`src/rtl/lcd_pkg.sv`:
```
// lcd_pkg: HD44780 command codes, line length and state encodings shared by the LCD line driver.
package lcd_pkg;
    localparam logic [7:0] FUNC_SET   = 8'h38;
    localparam logic [7:0] DISP_ON    = 8'h0C;
    localparam logic [7:0] ENTRY_MODE = 8'h06;
    localparam logic [7:0] CLEAR      = 8'h01;
    localparam logic [7:0] DDRAM_L1   = 8'h80;
    localparam int LINE_LEN = 20;
    typedef enum logic [3:0] {
        S_PWRUP, S_INIT, S_INIT_W, S_IDLE, S_SETADDR, S_SET_W, S_FETCH, S_LOAD, S_DATA_W
    } state_e;
    typedef enum logic [1:0] {P_IDLE, P_SETUP, P_EN, P_WAIT} phy_e;
    function automatic logic [7:0] init_cmd(input logic [1:0] i);
        return i == 2'd0 ? FUNC_SET : i == 2'd1 ? DISP_ON : i == 2'd2 ? ENTRY_MODE : CLEAR;
    endfunction
endpackage

```
`src/rtl/lcd_write_phy.sv`:
```
// lcd_write_phy: one LCD bus write -- a setup cycle with rs/data registered, an EN pulse, then the
// command wait; ack marks the last wait cycle.
module lcd_write_phy
    import lcd_pkg::*;
#(
    parameter int EN_CYC  = 25,
    parameter int CMD_CYC = 2_500,
    parameter int CLR_CYC = 100_000
) (
    input  logic       clk,
    input  logic       rst_n,
    input  logic       req,
    input  logic       rs,
    input  logic [7:0] data,
    input  logic       long_wait,
    output logic       lcd_rs,
    output logic       lcd_en,
    output logic [7:0] lcd_data,
    output logic       ack
);
    localparam int MAXC = CLR_CYC > CMD_CYC ? (CLR_CYC > EN_CYC ? CLR_CYC : EN_CYC)
                                            : (CMD_CYC > EN_CYC ? CMD_CYC : EN_CYC);
    localparam int CW = $clog2(MAXC + 1);
    phy_e phase_q, phase_d;
    logic [CW-1:0] cnt_q, cnt_d;
    logic rs_q, rs_d, en_q, en_d, long_q, long_d;
    logic [7:0] data_q, data_d;
    always_comb begin
        phase_d = phase_q;
        cnt_d = cnt_q;
        rs_d = rs_q;
        data_d = data_q;
        en_d = en_q;
        long_d = long_q;
        ack = 1'b0;
        case (phase_q)
            P_IDLE: if (req) begin
                rs_d = rs;
                data_d = data;
                long_d = long_wait;
                phase_d = P_SETUP;
            end
            P_SETUP: begin
                en_d = 1'b1;
                cnt_d = CW'(EN_CYC - 1);
                phase_d = P_EN;
            end
            P_EN: if (cnt_q == '0) begin
                en_d = 1'b0;
                cnt_d = long_q ? CW'(CLR_CYC - 1) : CW'(CMD_CYC - 1);
                phase_d = P_WAIT;
            end else cnt_d = cnt_q - 1'b1;
            P_WAIT: if (cnt_q == '0) begin
                ack = 1'b1;
                phase_d = P_IDLE;
            end else cnt_d = cnt_q - 1'b1;
            default: phase_d = P_IDLE;
        endcase
    end
    always_ff @(posedge clk or negedge rst_n) begin
        if (!rst_n) begin
            phase_q <= P_IDLE;
            cnt_q <= '0;
            rs_q <= 1'b0;
            data_q <= 8'h00;
            en_q <= 1'b0;
            long_q <= 1'b0;
        end else begin
            phase_q <= phase_d;
            cnt_q <= cnt_d;
            rs_q <= rs_d;
            data_q <= data_d;
            en_q <= en_d;
            long_q <= long_d;
        end
    end
    assign lcd_rs = rs_q;
    assign lcd_en = en_q;
    assign lcd_data = data_q;
endmodule

```
`src/rtl/lcd_line_driver.sv`:
```
// lcd_line_driver: power-up, init and line-1 redraw of 20 ROM characters to an HD44780 LCD.
// Define LCD_AUTO_REFRESH_EN to add a periodic redraw every REFRESH_CYC cycles after init.
module lcd_line_driver
    import lcd_pkg::*;
#(
    parameter int POWERUP_CYC = 750_000,
    parameter int EN_CYC      = 25,
    parameter int CMD_CYC     = 2_500,
    parameter int CLR_CYC     = 100_000,
    parameter int REFRESH_CYC = 5_000_000
) (
    input  logic       clk,
    input  logic       rst_n,
    input  logic       refresh,
    output logic [4:0] rom_addr,
    input  logic [7:0] rom_data,
    output logic       lcd_rs,
    output logic       lcd_rw,
    output logic       lcd_en,
    output logic [7:0] lcd_data,
    output logic       busy,
    output logic       done
);
    localparam int PW_W = $clog2(POWERUP_CYC + 1);
    state_e state_q, state_d;
    logic [PW_W-1:0] pw_q, pw_d;
    logic [1:0] init_q, init_d;
    logic [4:0] idx_q, idx_d;
    logic pend_q, pend_d, done_q, done_d;
    logic req, rs, long_wait, ack, tick, last;
    logic [7:0] wdata;
    assign last = idx_q == 5'(LINE_LEN - 1);
    always_comb begin
        state_d = state_q;
        pw_d = pw_q;
        init_d = init_q;
        idx_d = idx_q;
        done_d = 1'b0;
        req = 1'b0;
        rs = 1'b0;
        long_wait = 1'b0;
        wdata = init_cmd(init_q);
        pend_d = pend_q | refresh | tick;
        case (state_q)
            S_PWRUP: if (pw_q == PW_W'(POWERUP_CYC - 1)) state_d = S_INIT;
                     else pw_d = pw_q + 1'b1;
            S_INIT: begin
                req = 1'b1;
                long_wait = init_q == 2'd3;
                state_d = S_INIT_W;
            end
            S_INIT_W: if (ack) begin
                init_d = init_q + 2'd1;
                state_d = init_q == 2'd3 ? S_IDLE : S_INIT;
            end
            S_IDLE: if (pend_q) state_d = S_SETADDR;
            // a refresh landing on the clearing cycle must survive
            S_SETADDR: begin
                req = 1'b1;
                wdata = DDRAM_L1;
                pend_d = refresh | tick;
                state_d = S_SET_W;
            end
            S_SET_W: if (ack) state_d = S_FETCH;
            S_FETCH: state_d = S_LOAD;
            S_LOAD: begin
                req = 1'b1;
                rs = 1'b1;
                wdata = rom_data;
                state_d = S_DATA_W;
            end
            S_DATA_W: if (ack) begin
                done_d = last;
                idx_d = last ? 5'd0 : idx_q + 5'd1;
                state_d = last ? S_IDLE : S_FETCH;
            end
            default: state_d = S_PWRUP;
        endcase
    end
    always_ff @(posedge clk or negedge rst_n) begin
        if (!rst_n) begin
            state_q <= S_PWRUP;
            pw_q <= '0;
            init_q <= 2'd0;
            idx_q <= 5'd0;
            pend_q <= 1'b1;
            done_q <= 1'b0;
        end else begin
            state_q <= state_d;
            pw_q <= pw_d;
            init_q <= init_d;
            idx_q <= idx_d;
            pend_q <= pend_d;
            done_q <= done_d;
        end
    end
`ifdef LCD_AUTO_REFRESH_EN
    localparam int RF_W = $clog2(REFRESH_CYC + 1);
    logic [RF_W-1:0] ref_q, ref_d;
    always_comb begin
        ref_d = ref_q + 1'b1;
        tick = 1'b0;
        if (state_q inside {S_PWRUP, S_INIT, S_INIT_W}) ref_d = '0;
        else if (ref_q == RF_W'(REFRESH_CYC - 1)) begin
            ref_d = '0;
            tick = 1'b1;
        end
    end
    always_ff @(posedge clk or negedge rst_n) begin
        if (!rst_n) ref_q <= '0;
        else ref_q <= ref_d;
    end
`else
    assign tick = 1'b0;
`endif
    lcd_write_phy #(.EN_CYC(EN_CYC), .CMD_CYC(CMD_CYC), .CLR_CYC(CLR_CYC)) u_phy (
        .clk(clk),
        .rst_n(rst_n),
        .req(req),
        .rs(rs),
        .data(wdata),
        .long_wait(long_wait),
        .lcd_rs(lcd_rs),
        .lcd_en(lcd_en),
        .lcd_data(lcd_data),
        .ack(ack)
    );
    assign rom_addr = idx_q;
    assign lcd_rw = 1'b0;
    assign busy = state_q != S_IDLE;
    assign done = done_q;
endmodule

```
`config.mk`:
```
export PLATFORM = sky130hd
export DESIGN_NAME = lcd_line_driver
export DESIGN_NICKNAME = d
export VERILOG_FILES = /design/src/rtl/lcd_pkg.sv /design/src/rtl/lcd_write_phy.sv /design/src/rtl/lcd_line_driver.sv
export SDC_FILE = /design/constraint.sdc
export NUM_CORES = 1
export LEC_CHECK = 0
export BUFFER_PORTS_ARGS = -buffer_cell sky130_fd_sc_hd__buf_2
export CORE_MARGIN = 2
export CORE_UTILIZATION = 30
export DETAILED_ROUTE_END_ITERATION = 8
export REMOVE_ABC_BUFFERS = 1
export SYNTH_ARGS = -nofsm -noshare
export SYNTH_HDL_FRONTEND = slang
export SYNTH_HIERARCHICAL = 1
export SYNTH_SLANG_ARGS = --single-unit
export TNS_END_PERCENT = 5
```
`constraint.sdc`:
```
create_clock -name clk -period 8.6 [get_ports clk]
set_input_delay 0.43 -clock clk [delete_from_list [all_inputs] [get_ports clk]]
set_output_delay 0.43 -clock clk [all_outputs]
set_load 0.02 [all_outputs]
```
After elaboration in Yosys (flattened, before gate mapping):

Index checks and enable logic that the tools add are counted.

* add/subtract/negate cells: 4
* equality and inequality tests: 26
* mux-type cells: 31
* bitwise gates (word level): 2
* reductions and logical operators: 15

Operator list (count)
* two-way mux 17 bit: 3
* case mux 17 bit (3 select lines): 1
* case mux 4 bit (9 select lines): 1
* two-way mux 4 bit: 6
* adder 20 x 1 -> 20 bit, second input constant: 1
* == test 20 bit, second input constant: 1
* logical NOT 17 bit: 1
* subtractor 17 x 1 -> 17 bit, second input constant: 1
* == test 4 x 3 -> 1 bit, second input constant: 4
* case mux 8 bit (2 select lines): 1
* inequality test 2 bit, second input constant: 7
* AND reduction 2 bit: 6
* two-way mux 1 bit: 9
* == test 2 bit, second input constant: 4
* == test 4 x 2 -> 1 bit, second input constant: 2
* two-way mux 2 bit: 4
* case mux 2 bit (4 select lines): 1
* two-way mux 3 bit: 2
* two-way mux 6 bit: 1
* adder 5 x 1 -> 5 bit, second input constant: 1
* == test 5 bit, second input constant: 1
* two-way mux 5 bit: 1
* AND reduction 5 bit: 1
* == test 2 x 1 -> 1 bit, second input constant: 2
* other kinds (14): 16

* register bits after elaboration: 63
* input bits: 11
* output and inout bits: 18
* word-level logic and storage cells: 90

Depth between registers and ports, before layout:

Gate-level depths: netlist of the first run.

* depth after elaboration: 5
* mapped depth: 10
* depth with buffers taken out: 10

By module:

Netlist of the first run, hierarchy kept.

By module, submodules not included
* lcd_line_driver: instances 1, cells each 208, area an instance 2038.2 um^2, seq. area each 827.0 um^2
* lcd_write_phy: instances 1, cells each 175, area an instance 1727.9 um^2, seq. area each 750.7 um^2

Worst setup path after synthesis of the first run:

OpenSTA, ideal clock, no wires.

* path kind: reg-to-reg
* start point: register u_phy.cnt_q[11]
* end point: register state_q[0]
* setup time: 0.121 ns
* data arrival time: 2.716 ns
* required time: 8.479 ns
* slack: 5.763 ns
* stages on the path, launching flop included: 10
* buffers on the path: 1
* period minus slack after synthesis: 2.837 ns
* path through: dfrtp_1 -> or4_1 -> buf_2 -> nor4_2 -> nand2_1 -> nor2_1 -> mux2_2 -> nor4b_1 -> or2_1 -> a22o_1

* word-level cells in the longest chain between the ends: 5
* elaborated cells between the ends (all ways): 7
* those cells by class: eq/ne: 3; mux: 2; reduce/logical: 2

Ends and longest elaborated chain
* from (decl): RTL line lcd_write_phy.sv:25 `logic [CW-1:0] cnt_q, cnt_d;`
* from (signal assigned): RTL line lcd_write_phy.sv:70 `cnt_q <= cnt_d;`
* logical NOT 17 bit (*): RTL line lcd_write_phy.sv:53 `P_WAIT: if (cnt_q == '0) begin`
* two-way mux 1 bit (*): RTL line lcd_write_phy.sv:53
* two-way mux 1 bit (*): RTL line lcd_write_phy.sv:36 `case (phase_q)`
* net ack: RTL line lcd_line_driver.sv:30 `logic req, rs, long_wait, ack, tick, last;`
* inequality test 2 bit (no source line)
* AND reduction 5 bit (no source line) (*)
* to (signal assigned): RTL line lcd_line_driver.sv:89 `state_q <= state_d;`
* to (decl): RTL line lcd_line_driver.sv:25 `state_e state_q, state_d;`

Mark *: on every way through the listed nets, which the timed path passes. The rest lies on a longest branch.
A chain may end at the register's enable or synchronous reset.

Worst setup path in the final report of the first run:

Same ends and word-level chain as after synthesis.

==> metrics.txt, run 1 <==
# rows=40; Synth area leader=dfrtp_1; initial core utilization=31.1%; # IOs=29; vias in the first global route=2,883; htree depth=3; Pwr Total=roughly 640 uW; Leakage=0.00193 uW; r2r setup slk=5.29 ns; CTS buffer count=9; r2r endpoint=state_q[0]; P&R area growth vs syn=14.4%; Worst slew margin=between 30% and 40%; status=finished, final reports clean; Final Setup Violations=0; Max VDD drop=0.0799 mV; sequential-to-total area share from yosys stat=a little over two fifths; Crit. Startpoint=u_phy/cnt_q[11]; Layout Utilization=35.6%; global-route wire length before repair=14,200 microns; Synth Instances=383; Hold WS=0.272 ns; area of the die=approximately 0.013 sq mm; DRT iter0 DRCs=roughly 200; Cell Area, Synth=0.00377 sq mm; RSZ-0062 raised after global routing=false; worst skew pair latency=0.33 ns; clock share of power=52.3%; wire per inst=14.2 microns; Total GRT Usage=between 10% and 20%; Synth warnings=6; number of synthesized flops with an enable pin=0; Sw Share=20.8%; Final period util=38.5%; post-CTS sizing=0; Power per Cell Area=149 mW/mm^2; Area contributors post-synth=dfrtp_1 41%, ha_1 4.7%, mux2_2 3.9%; largest fanout on the critical path=8; residual DRC count=0; Final nets=430; Synth Area per Inst=9.83 sq um; R2R depth=8; Diodes inserted=0; largest net degree at the start of global routing=64; synthesis-stage register bit count=63; Worst-Margin Slew=0.912 ns; ANT nets after route=0; gpl congestion=0.811; Clock Skew=0.00701 ns; CTS sink count=63; die boundary width=between 100 and 150 microns; Setup Buffers After CTS=0; DP HPWL=about 5800 microns; Clock Path Buffers=2; IO buf count=27; FF-to-FF Start=u_phy/cnt_q[11]; core area=~0.012 sq mm; crit path DAT=roughly 3.5 ns; setup TNS=0 ns; Reg clk slew, reported paths=~0.050 ns; vias per cell=5.16; crit end category=register; Die Ht=116 microns; upper clock frequency limit=302 MHz; post-synth top area share=about 41%; Tmin final=roughly 3.3 ns; layout cells sized above 1=19.5%; net switching power=~130 uW; routed wire length=8200 microns; Min-Delay Path Class=in2async; Max-cap violations=0; antenna violations before repair=0; final slew viol count=0; hold_buf cts=0; Netlist cell types=70; CP startpoint kind=register; CTS tree=yes; Int Power=507 uW; via count=2,983; First-pass DRT Iterations=4; GRT overflow=0; Synth Flop Type=dfrtp_1; logic gate share of total power=1.3%; Worst Setup Path Type=reg2reg; root buf cell=clkbuf_16; Final Hold Viols=0; CP Data Required Time=8.82 ns; Sequential Power Share=46.3%; Post-synth ARST share=100%
-- layout by cell type (no fill, tap or decap), drive strengths merged, types with 2 or more instances in the layout --
master and count:
clkbuf 12, buf 28, o22a 3, nor4b 3
nor3 18, and4b 2, o22ai 3, inv 17
clkinv 4, ha 14, a22o 7, nor4bb 2
or2 3, a31oi 10, o21ba 2, nand3 13
and4 2, mux2 16, o31ai 4, nor3b 2
o2bb2ai 7, nor2b 3, nand4 7, a21oi 11
o31a 2, and2 4, o21ai 23, and3 4
nand2 35, nor4 14, xnor2 12, nand2b 2
nor2 26, dfrtp 62, or4 4, nand4b 2
xor2 10
-- per-layer routing --
| metal | share of wire [%] | GRT usage (%) | vias up |
|---|---|---|---|
| li1 | - | - | 1453 |
| met1 | 46 | 17.0 | 1461 |
| met2 | 48 | 21.8 | 59 |
| met3 | 4.6 | 3.40 | 10 |
| met4 | 1.5 | 4.60 | 0 |
| met5 | 0 | 0 | - |
-- cell type report --
type	count	area, sq um
clock inverter	4	20.0
fill	1267	7800
clock buffer	12	256
inverter	17	63.8
timing repair buffer	28	143
multi-input combinational	286	2040
sequential	63	1580
tap	168	210
-- cells in the mapped netlist, types with 3 or more instances --
cell,count
dfrtp_1,62
nand2_1,34
nor2_1,26
o21ai_0,20
inv_1,17
nor3_1,15
ha_1,14
mux2_2,13
nand3_1,12
xnor2_1,12
a21oi_1,11
a31oi_1,10
clkbuf_1,10
xor2_1,10
a22o_1,7
nor4_1,7
o2bb2ai_1,7
nand4_1,6
nor4_2,6
and2_1,4
and3_1,4
buf_2,3
mux2_1,3
nor2b_1,3
nor3_2,3
o22a_1,3
o22ai_1,3
o31ai_1,3
-- cells by family after synthesis --
kind of cell	after synthesis	share of synthesized area [%]
other cells	1	0.0996
buf+inv	34	3.99
simple gates	149	23.8
compound gates	83	15.4
xor+xnor	22	5.12
mux	17	5.05
fa+ha+maj	14	4.65
flops	63	41.9
-- critical path, cell delays in order, from the launching register on --
cell     delay (ns)
dfrtp_1        0.43
or4_1          0.67
nor4_2         0.58
nand2_1        0.32
nor2_1         0.41
mux2_2         0.23
nor4b_1        0.06
or2_1          0.27
a22o_1         0.23
-- power groups by stage --
| stage | combinational (uW) | sequential [uW] | clock, uW |
|---|---|---|---|
| after detailed placement | 9.27 | 302 | 0 |
| after CTS | 9.34 | 297 | 342 |
| after global routing | 10.1 | 296 | 359 |
| after floorplan | 0.456 | 302 | 0 |
| after global placement | 9.29 | 302 | 0 |
| final | 8.58 | 297 | 335 |
-- flip-flops by register name (all words and copies together), names as in the netlist, 2 cells and up --
| name | flops |
|---|---|
| init_q | 2 |
| state_q | 4 |
| u_phy/phase_q | 2 |
| u_phy/cnt_q | 17 |
| rom_addr | 5 |
| u_phy/lcd_data | 8 |
| pw_q | 20 |
-- per-stage QoR --
step	setup slack [ns]	area, sq um	instances
2_1_floorplan	5.75	3680	366
3_3_place_gp	5.43	4030	562
3_5_place_dp	5.31	4030	562
4_1_cts	5.30	4310	578
5_1_grt	4.94	4310	578
6_report	5.29	4310	578
-- how the worst max path moves through the flow --
stage | end | cells after the start
floorplan | state_q[0] | 8
global placement | state_q[0] | 8
detailed placement | state_q[0] | 8
CTS | state_q[0] | 8
global route | state_q[1] | 8
finish | state_q[0] | 8
(Power assumes the default switching activity.)
==> run 2, diff against run 1 <==
==> constraint.sdc (replaced) <==
create_clock -name clk -period 2.8 [get_ports clk]
set_input_delay 0.14 -clock clk [delete_from_list [all_inputs] [get_ports clk]]
set_output_delay 0.14 -clock clk [all_outputs]
set_load 0.02 [all_outputs]
==> metrics.txt, run 2 (synthesized netlist as in run 1, its figures left out) <==
upper clock frequency limit=383 MHz (+27%); Layout Utilization=36.6% (+1.0 points); worst skew pair latency=0.34 ns (about the same); most used cell, CP=buf_4; Int Power=1600 uW (+220%); crit path DAT=2.83 ns (-0.70 ns); Clock Skew=0.00630 ns (-0.000707 ns); Crit. Startpoint=u_phy/cnt_q[11]; Final Setup Violations=0 (unchanged); routed wire length=8500 microns (+3.7%); Min-Delay Path Class=in2reg; CP Data Required Time=3.02 ns (-5.80 ns); largest fanout on the critical path=7 (-1); setup TNS=0 ns (unchanged); # rows=40 (unchanged); logic gate share of total power=1.4% (about the same); core area=0.0121 sq mm (unchanged); vias in the first global route=3,033 (+5.2%); met3 Use GR=3.92% (+0.52 points); largest net degree at the start of global routing=28 (-56%); Sequential Power Share=44.9% (-1.4 points); initial core utilization=31.1% (unchanged); P&R area growth vs syn=17.6%; Worst-Margin Slew=0.833 ns (-0.0789 ns); wire per inst=14.4 microns (+1.4%); most frequent cells in the layout=62 x dfrtp_1, 34 x nand2_1, 27 x buf_2; Max stage delay on crit path=0.60 ns (-0.07 ns); Setup Buffers After CTS=0 (unchanged); Die Ht=116 microns (unchanged); Max-cap violations=0 (unchanged); Final nets=443 (+3.0%); Worst slew margin=43.7% (+4.6 points); Final period util=93.2% (+55 points); CTS tree=yes; CP Buf/Inv Count=2 (+2); IO buf count=27 (unchanged); Sw Share=21.1% (+0.25 points); max FFs per register=20 (unchanged); First-pass DRT Iterations=4 (unchanged); Pwr Total=2030 uW (+220%); GRT overflow=0 (unchanged); layout cells sized above 1=22.0% (+2.5 points); Diodes inserted=0 (unchanged); gr busiest metal=met2; post-route setup slack=0.190 ns (-5.10 ns); DP HPWL=6150 microns (+6.6%); Final Hold Viols=0 (unchanged); net switching power=428 uW (+220%); Reg clk slew, reported paths=0.05 ns (about the same); via count=2,978 (-0.17%); met1 Track Usage GR=17.4% (+0.38 points); area of the die=0.0135 sq mm (unchanged); Biggest register=pw_q; gpl congestion=0.892 (+10%); Clock Path Buffers=2 (unchanged); Place WS=0.112 ns (-5.20 ns); antenna violations before repair=0 (unchanged); M2 GR Usage=23.3% (+1.6 points); die boundary width=116 microns (unchanged); htree depth=3 (unchanged); Total GRT Usage=14.1% (+0.82 points); residual DRC count=0 (unchanged); Tmin final=2.61 ns (-0.699 ns); DRT iter0 DRCs=160 (-19%); RSZ-0062 raised after global routing=false; crit-path cells=or4_1 -> buf_4 -> or4_4 -> o31ai_4 -> buf_4 -> a21oi_1 -> o22a_1; CTS sink count=63 (unchanged); # IOs=29 (unchanged); Max VDD drop=0.240 mV (+200%); status=finished, final reports clean; Power per Cell Area=459 mW/mm^2 (+210%); clock share of power=53.7% (+1.4 points); vias per cell=5.04 (-2.4%); CP delay by family, top=simple AND/OR/NAND/NOR gates; Worst Hold Launch=refresh; CTS buffer count=9 (unchanged); Leakage=0.00199 uW (+3.2%); slowest library cell on the worst path=or4_1; final slew viol count=0 (unchanged); ANT nets after route=0 (unchanged); CP startpoint kind=register; global-route wire length before repair=14,700 microns (+4.0%); FF-to-FF Start=u_phy/cnt_q[11]; root buf cell=clkbuf_16; crit end category=register; Hold WS=0.0147 ns (-0.258 ns); most common cell after layout, fill and taps aside=dfrtp_1; Worst Setup Path Type=reg2reg
run 2: power groups by stage:
| stage | Clock (uW) | Sequential, uW | Combinational (uW) |
|---|---|---|---|
| 5_1_grt | 1180 | 910 | 34.6 |
| 6_report | 1090 | 911 | 29.1 |
| 3_5_place_dp | 0 | 927 | 30.1 |
| 3_3_place_gp | 0 | 927 | 29.5 |
| 2_1_floorplan | 0 | 927 | 1.40 |
| 4_1_cts | 1120 | 911 | 31.2 |
run 2: worst paths after layout:
check / endpoint / slack [ns] / cells after the start
min reg2reg: pw_q[19] / 0.47 / 1
max reg2reg: u_phy/cnt_q[7] / 0.19 / 7
min in group asynchronous: u_phy/cnt_q[15] / 0.35 / 2
min: pend_q / 0.01 / 2
max: u_phy/cnt_q[7] / 0.19 / 7
max in group asynchronous: pw_q[8] / 1.74 / 3
run 2: layer usage:
layer	part of all wire, %	vias up	routed length (microns)
met5	0	-	0
met4	1.7	0	144
met3	3.6	10	302
met2	48	41	4120
li1	-	1468	-
met1	46	1459	3940
run 2: worst register-to-register path, cell delays in order (launching register included):
cell	delay, ns
dfrtp_1	0.43
or4_1	0.60
buf_4	0.19
or4_4	0.54
o31ai_4	0.29
buf_4	0.21
a21oi_1	0.05
o22a_1	0.19
run 2: timing repair:
item	CTS	global route
hold endpoints to repair	24	0
hold buffers	1	0
endpoints found under the setup margin	0	3
gates resized for setup	0	2
run 2: layout make-up:
cell class	count	area, sq um
clock buffers	10	229
multi-input cells	286	2050
fillers	1226	7680
inverters	17	63.8
flip-flops and latches	63	1580
well taps	168	210
repair buffers	41	243
clock inverters	6	61.3
run 2: metrics by stage:
stage | std cells | instance area, sq um
CTS | 591 | 4420
global route | 591 | 4430
finish | 591 | 4430
global placement | 574 | 4120
floorplan | 366 | 3680
detailed placement | 574 | 4120
==> run 3, diff against run 2 <==
--- a/config.mk
+++ b/config.mk
@@ -7,8 +7,10 @@
 export LEC_CHECK = 0
 export BUFFER_PORTS_ARGS = -buffer_cell sky130_fd_sc_hd__buf_2
 export CORE_MARGIN = 2
-export CORE_UTILIZATION = 30
+export CORE_UTILIZATION = 50
 export DETAILED_ROUTE_END_ITERATION = 8
+export GPL_TIMING_DRIVEN = 0
+export PLACE_DENSITY = 0.71
 export REMOVE_ABC_BUFFERS = 1
 export SYNTH_ARGS = -nofsm -noshare
 export SYNTH_HDL_FRONTEND = slang
==> metrics.txt, run 3 (synthesized netlist as in run 1, its figures left out) <==
Worst-Margin Slew=0.840 ns (+0.00746 ns); Final Setup Violations=0 (unchanged); Die Ht=90.8 microns (-22%); M2 GR Usage=32.9% (+9.6 points); core area=0.00729 sq mm (-40%); CP delay by family, top=simple AND/OR/NAND/NOR gates; die boundary width=90.8 microns (-22%); Min-Delay Path Class=in2reg; CP startpoint kind=register; gr busiest metal=met2; # rows=31 (-23%); slowest library cell on the worst path=or3b_2; CP Buf/Inv Count=1 (-1); Clock Path Buffers=2 (unchanged); largest net degree at the start of global routing=64 (+130%); CP Data Required Time=3.03 ns (about the same); Leakage=0.00190 uW (-4.9%); crit end category=register; largest fanout on the critical path=7 (unchanged); antenna violations before repair=0 (unchanged); status=finished, final reports clean; routed wire length=7880 microns (-7.3%); gpl congestion=0.895 (+0.27%); post-route setup slack=0.0950 ns (-0.0948 ns); Total GRT Usage=20.5% (+6.4 points); Reg clk slew, reported paths=0.07 ns (+0.02 ns); residual DRC count=0 (unchanged); GRT overflow=0 (unchanged); Layout Utilization=57.4% (+21 points); crit path DAT=2.93 ns (+0.10 ns); max FFs per register=20 (unchanged); setup TNS=0 ns (unchanged); Max stage delay on crit path=0.51 ns (-0.09 ns); htree depth=3 (unchanged); Biggest register=pw_q; Diodes inserted=0 (unchanged); Tmin final=2.71 ns (+0.0948 ns); # IOs=29 (unchanged); upper clock frequency limit=370 MHz (-3.5%); Worst Setup Path Type=reg2reg; IO buf count=27 (unchanged); P&R area growth vs syn=11.1%; wire per inst=15.4 microns (+7.2%); Power per Cell Area=395 mW/mm^2 (-14%); CTS tree=yes; most common cell after layout, fill and taps aside=dfrtp_1; Final nets=432 (-2.5%); RSZ-0062 raised after global routing=true; vias in the first global route=2,940 (-3.1%); most frequent cells in the layout=62 x dfrtp_1, 33 x nand2_1, 26 x buf_2; ANT nets after route=0 (unchanged); Max-cap violations=0 (unchanged); Final period util=96.6% (+3.4 points); area of the die=0.00824 sq mm (-39%); met3 Use GR=4.01% (+0.084 points); DRT iter0 DRCs=174 (+8.8%); via count=3,010 (+1.1%); Final Hold Viols=0 (unchanged); worst skew pair latency=0.34 ns (about the same); layout cells sized above 1=20.4% (-1.6 points); met1 Track Usage GR=28.0% (+11 points); Filler cells=676 (-45%); global-route wire length before repair=13,800 microns (-6.5%); Hold WS=0.135 ns (+0.121 ns); Max VDD drop=0.276 mV (+15%); final slew viol count=0 (unchanged); crit-path cells=inv_1 -> ha_1 -> or3b_2 -> nor4_4 -> nand2_4 -> nor2_4 -> mux2_2 -> nor4b_1 -> or2_1 -> a22o_1; Place WS=-0.655 ns (-0.767 ns); CTS buffer count=9 (unchanged); Worst slew margin=44.0% (+0.26 points); root buf cell=clkbuf_8; CTS sink count=63 (unchanged); vias per cell=5.89 (+17%); initial core utilization=51.6% (+21 points); First-pass DRT Iterations=4 (unchanged); DP HPWL=5370 microns (-13%); Clock Skew=0.00967 ns (+0.00337 ns)
run 3: changes by cell type in the layout (fill, tap and decap cells not counted), sizes merged:
cell	delta
bufinv	-1
dlygate4sd3	+1
clkinv	-2
clkbuf	+3
buf	-12
run 3: final timing paths:
path | startpoint | endpoint | slack (ns) | cells past startpoint
worst max-delay path | u_phy/cnt_q[0] | state_q[0] | 0.09 | 10
worst max register to register | u_phy/cnt_q[0] | state_q[0] | 0.09 | 10
max in group asynchronous | rst_n | state_q[2] | 1.82 | 2
worst min-delay path | rom_data[6] | u_phy/lcd_data[6] | 0.14 | 3
min in group asynchronous | rst_n | u_phy/cnt_q[7] | 0.43 | 2
worst min register to register | pw_q[19] | pw_q[19] | 0.46 | 1
run 3: power by group:
group	switching (uW)	internal, uW
Sequential	0	910
Combinational	20.3	7.24
Clock	346	367
run 3: cell type report:
type,count,area [sq um],area share (%)
multi-input cells,286,2080,49.6
flip-flops and latches,63,1580,37.7
repair buffers,30,165,3.95
clock buffers,13,159,3.80
well taps,99,124,2.96
inverters,17,63.8,1.53
clock inverters,3,17.5,0.419
run 3: timing repair:
item,CTS,global route
setup endpoints to repair,12,5
resized for setup,5,3
hold buffers,2,0
setup buffers,1,0
endpoints found under the hold margin,63,0
pin swaps,1,0
run 3: stage by stage:
step | cell area (sq um) | instances | power [uW]
2_1_floorplan | 3680 | 366 | 929
5_1_grt | 4180 | 511 | 1730
4_1_cts | 4170 | 511 | 1680
3_5_place_dp | 3940 | 492 | 954
3_3_place_gp | 3940 | 492 | 953
6_report | 4180 | 511 | 1650
run 3: worst min-delay path, delay by kind of cell:
kind	cells	cell delay, ns
buffers and inverters	1	0.07
and+or+nand+nor	1	0.10
muxes	1	0.13
run 3: routing by layer:
layer	up-vias	wire length (microns)
li1	1450	-
met1	1488	3690
met2	68	3790
met3	4	336
met4	0	61
met5	-	0
